### src/rtl/half_adder_pkg.sv
// Shared types and defaults for the half_adder lane bank.
// Optional carry-event counter is enabled by HALF_ADDER_STATS_EN.
package half_adder_pkg;

    localparam int unsigned DEFAULT_WIDTH = 1;
    localparam int unsigned DEFAULT_CNT_W = 16;

    typedef struct packed {
        logic sum;
        logic carry;
    } ha_lane_t;

    // Combine two operand bits into one lane result.
    function automatic ha_lane_t ha_eval(input logic a, input logic b);
        ha_lane_t r;
        r.sum   = a ^ b;
        r.carry = a & b;
        return r;
    endfunction

endpackage

### src/rtl/half_adder_ha_cell.sv
// Combinational 1-bit half adder leaf cell.
// Instantiated per lane by half_adder (see HALF_ADDER_STATS_EN there).
module ha_cell
    import half_adder_pkg::*;
(
    input  logic a,
    input  logic b,
    output logic sum,
    output logic carry
);

    ha_lane_t lane_c;

    assign lane_c = ha_eval(a, b);
    assign sum    = lane_c.sum;
    assign carry  = lane_c.carry;

endmodule

### src/rtl/half_adder.sv
// Registered bank of WIDTH independent half adders with 1-cycle latency.
// Define HALF_ADDER_STATS_EN to build the saturating carry-event counter.
module half_adder
    import half_adder_pkg::*;
#(
    parameter int unsigned WIDTH = DEFAULT_WIDTH,
    parameter int unsigned CNT_W = DEFAULT_CNT_W
) (
    input  logic             clk,
    input  logic             rst,
    input  logic             in_valid,
    input  logic [WIDTH-1:0] a,
    input  logic [WIDTH-1:0] b,
    output logic             out_valid,
    output logic [WIDTH-1:0] sum,
    output logic [WIDTH-1:0] carry,
    output logic             carry_any,
    output logic [CNT_W-1:0] carry_cnt
);

    ha_lane_t         lane_c [WIDTH];
    logic [WIDTH-1:0] sum_c;
    logic [WIDTH-1:0] carry_c;

    // One independent cell per lane; nothing crosses lane boundaries.
    for (genvar i = 0; i < WIDTH; i++) begin : g_lane
        ha_cell u_cell (
            .a     (a[i]),
            .b     (b[i]),
            .sum   (lane_c[i].sum),
            .carry (lane_c[i].carry)
        );
        assign sum_c[i]   = lane_c[i].sum;
        assign carry_c[i] = lane_c[i].carry;
    end

    // Result registers load only on accepted input, so X on idle operands is never captured.
    always_ff @(posedge clk) begin
        if (rst) begin
            out_valid <= 1'b0;
            sum       <= '0;
            carry     <= '0;
            carry_any <= 1'b0;
        end else begin
            out_valid <= in_valid;
            if (in_valid) begin
                sum       <= sum_c;
                carry     <= carry_c;
                carry_any <= |carry_c;
            end
        end
    end

`ifdef HALF_ADDER_STATS_EN
    localparam logic [CNT_W-1:0] CNT_MAX = '1;

    // Saturating count of accepted inputs that produced any carry.
    always_ff @(posedge clk) begin
        if (rst) begin
            carry_cnt <= '0;
        end else if (in_valid && (|carry_c) && (carry_cnt != CNT_MAX)) begin
            carry_cnt <= carry_cnt + CNT_W'(1);
        end
    end
`else
    assign carry_cnt = '0;
`endif

endmodule

### config.mk
export PLATFORM = sky130hd
export DESIGN_NAME = half_adder
export DESIGN_NICKNAME = d
export VERILOG_FILES = /design/src/rtl/half_adder_pkg.sv /design/src/rtl/half_adder_ha_cell.sv /design/src/rtl/half_adder.sv
export SDC_FILE = /design/constraint.sdc
export NUM_CORES = 1
export LEC_CHECK = 0
export ABC_AREA = 1
export BUFFER_PORTS_ARGS = -buffer_cell sky130_fd_sc_hd__buf_4
export CORE_AREA = 4 4 41 43
export CTS_CLUSTER_DIAMETER = 120
export DETAILED_ROUTE_END_ITERATION = 10
export DIE_AREA = 0 0 45 47
export PLACE_DENSITY_LB_ADDON = 0.05
export SLEW_MARGIN = 20
export SYNTH_ARGS = -nofsm -noshare
export SYNTH_HDL_FRONTEND = slang
export SYNTH_SLANG_ARGS = --single-unit
export TNS_END_PERCENT = 5
### constraint.sdc
create_clock -name clk -period 1.3 [get_ports clk]
set_input_delay 0.325 -clock clk [delete_from_list [all_inputs] [get_ports clk]]
set_output_delay 0.325 -clock clk [all_outputs]
set_load 0.1 [all_outputs]
# Yosys cells after proc, flatten, opt, wreduce, memory -nomap -nowiden
# Cells that the tools add are included.
# totals
reg_bits	3
in_bits	5
wordCells	5
# classes
n_bitwise	2
# op_table
operator	n
bitwise AND 1 bit	1
XOR 1 bit	1

# Depth between registers and ports, before layout
# logic_depth
word_depth	1
depth_mapped	5
ltp_nobuf	5

# By module
# From an unflattened synthesis, not the netlist that was laid out.
# unflattened
hier_cells	35
area_unflattened_um2	252.7
# modules_own_cells
mod	instances	cells_each	area_each_um2	seq_area_each_um2
half_adder	1	34	240.2	60.1
ha_cell	1	1	12.5	0.0

# Worst setup path after synthesis
# Ideal clock, no wire load.
# synth_timing
path_type	register to output
from	register carry_any
to	output carry_any
arrival_time_ns	1.374
required_ns	0.975
setup_slack_ns	-0.399
path_stages_with_launch	2
n_path_buf	1
path_cell_list	dfxtp_1 > buf_4
# synth_rtl
element	line_no	source
from (decl)	half_adder.sv:17	output logic carry_any,
from (signal assigned)	half_adder.sv:49	carry_any <= |carry_c;
# No word-level cell between the ends.

# Final worst setup path
# layout_timing
from	register carry_any
to	output carry_any
# No word-level cell between the ends.

==> impl_metrics.tcl <==
set metrics [dict create \
    clock_tree.htree_level_count 1 \
    fraction_of_post_synthesis_cell_area_in_the_top_cell_type_by_area_pct 50.5 \
    crit_chain "buf_4" \
    rsz0062_at_grt "false" \
    final_antenna_net_count 0 \
    internal-power_uw 237 \
    finalCoreUtilization_pct 22.3 \
    p_seq_share_pct 18.0 \
    finalNonFillerCells 60 \
    rr_startpoint "carry_any" \
    final-seq-area_sq_um 63.8 \
    synth_cell_types 7 \
    n_fill_cell 166 \
    dr_total_vias 178 \
    period_share_pct 90.3 \
    starting_density_of_the_core_pct 19.4 \
    die_height_um 47 \
    replace_congestion 0.593 \
    netSwitchingFraction_pct 57.8 \
    worst-setup-path-type "reg2out" \
    clock_sink_count 3 \
    clock_latency_ns 0.23 \
    timing.reg2reg.setup_slack_ns 0.72 \
    floorplan.rows 13 \
    via_count_of_the_first_global_routing_pass 143 \
    syn_avg_cell_area_sq_um 7.22 \
    gr-total-overflow 0 \
    numPlacedInstances 56 \
    cts_inserted_buffers 3 \
    avgRoutedWirePerCell_um 6.57 \
    end_kind "output pin" \
    yosys_register_bits 3 \
    power.leakage_uw 0.000180 \
    gr-usage-all-layers_pct 3.63 \
    antenna_violations_before_repair 0 \
    drc 0 \
    power_density_nw_per_um2 1930 \
    finish.net_count 52 \
    holdPathStages 2 \
    max_freq_mhz 852 \
    area_delta_synth_final_pct 14.9 \
    io_buffers 8 \
    grt_pass1_wl_um 545 \
    routed_via_density 2.97 \
    post_synth_instance_area_sq_um 253 \
    antenna_cells_inserted 0 \
    worst_clock_skew_ns 0 \
    chipWidth_um 45 \
    setup_violations 0 \
    crit_cells 1 \
    cap_violations 0 \
    ys_top_cells_by_area "sky130_fd_sc_hd__buf_4 (50%), sky130_fd_sc_hd__dfxtp_1 (24%), sky130_fd_sc_hd__nor2_1 (7.4%)" \
    dieArea_sq_um 2120 \
    footprint_of_the_multi_input_gates_sq_um 106 \
    worst_setup_path_startpoint "carry_any" \
    largest_net_degree_at_the_start_of_global_routing 6 \
    final.setup.tns_ns 0 \
    clock_path_buffers 2 \
    min-delay-path-class "in2reg" \
    timing.final.max_slew_violations 0 \
    synthesis.instances 35 \
    crit_buf_inv 1 \
    power.net_switching_uw 324 \
    netlist.top_cell.by_area "sky130_fd_sc_hd__buf_4" \
    num_io_pins 25 \
    clkSlewWorstSetupHoldPaths_ns 0.04 \
    power.combinational.fraction_pct 52.9 \
    synth.yosys.seq_area_share_pct 23.8 \
    cp_max_stage_cell "sky130_fd_sc_hd__dfxtp_4" \
    cts_setup_buffers 0 \
    core_region_sq_um 1300 \
    vdd.ir_drop.worst_mv 0.455 \
    cp_top_family "flip-flops" \
    cts.repair.resized 0 \
    post_cts_hold_buffer_count 0 \
    yosys_warnings 0 \
    drt_pre_antenna_iters 1 \
    drtIter0Drc 0 \
    drive_above_1_share_pct 26.7 \
    cts_tree "built" \
    final.min_clock_period_ns 1.17 \
    r2r_cells 2 \
    clockPowerShare_pct 29.1 \
    final-hold-violation-count 0 \
    run_status "completed" \
    crit_arrival_ns 0.85 \
    worst_hold_startpoint "rst" \
    worst-path-max-fanout 3 \
    wl_um 394 \
    crit_path_start_kind "flop" \
    worst_ep_required_time_ns 0.98 \
    cell_at_the_root_of_the_clock_tree "sky130_fd_sc_hd__clkbuf_4" \
    critical_path.max_stage_delay_ns 0.34 \
]
## layout by cell type, fill, tap and decap left out, drive strengths merged
cell    count
buf         8
clkbuf      4
nand2       4
ha          1
conb       16
inv         4
nor2        5
dfxtp       3
## power groups by stage
| stage | clock network, uW | registers, uW | logic [uW] |
|---|---|---|---|
| after floorplan | 0 | 146 | 266 |
| after global placement | 0 | 102 | 297 |
| after detailed placement | 0 | 103 | 296 |
| after CTS | 172 | 101 | 296 |
| after global routing | 180 | 102 | 305 |
| final | 163 | 101 | 297 |
## metal layers
metal  vias to the layer above  track usage, %  wire, um
met1                        76            3.40       123
met2                        13            6.21       211
li1                         89               -         -
met5                         -               0         0
met4                         0            1.75         0
met3                         0            2.30        60
## kinds of logic (layout without fill, tap and decap cells)
| group | Yosys count | count (layout) | share of synthesized area (%) |
|---|---|---|---|
| adder cells (fa/ha/maj) | 1 | 1 | 4.95 |
| other | 1 | 16 | 1.48 |
| AND/OR/NAND/NOR | 9 | 9 | 13.4 |
| flip-flops | 3 | 3 | 23.8 |
| buffers and inverters | 21 | 16 | 56.4 |
## path summary, 6_finish.rpt
kind | to
min reg2reg | sum
max reg2reg | carry_any
min | out_valid
max | carry_any
## metrics by stage
step           worst slack, ns  hold WS (ns)  cell area (sq um)  total power, uW
2_1_floorplan           0.0499         0.396                313              413
3_3_place_gp             0.289         0.476                264              399
3_5_place_dp             0.289         0.477                264              398
4_1_cts                  0.111         0.245                290              569
5_1_grt                 0.0945         0.255                290              587
6_report                 0.126         0.253                290              560
## cell usage after synthesis
master and count:
sky130_fd_sc_hd__ha_1 1, sky130_fd_sc_hd__buf_4 17, sky130_fd_sc_hd__dfxtp_1 3, sky130_fd_sc_hd__nand2_1 4, sky130_fd_sc_hd__nor2_1 5, sky130_fd_sc_hd__inv_1 4, sky130_fd_sc_hd__conb_1 1
## area by class of cell
cell class	count	share of cell area [%]
clock buffers	4	9.05
inverters	4	5.17
multi-input cells	26	36.6
flip-flops and latches	3	22.0
well taps	15	6.47
repair buffers	8	20.7
## registers in the layout, indices dropped and copies added, names as in the netlist
signal,count
carry_any,1
sum,1
out_valid,1
(Power assumes the default switching activity.)
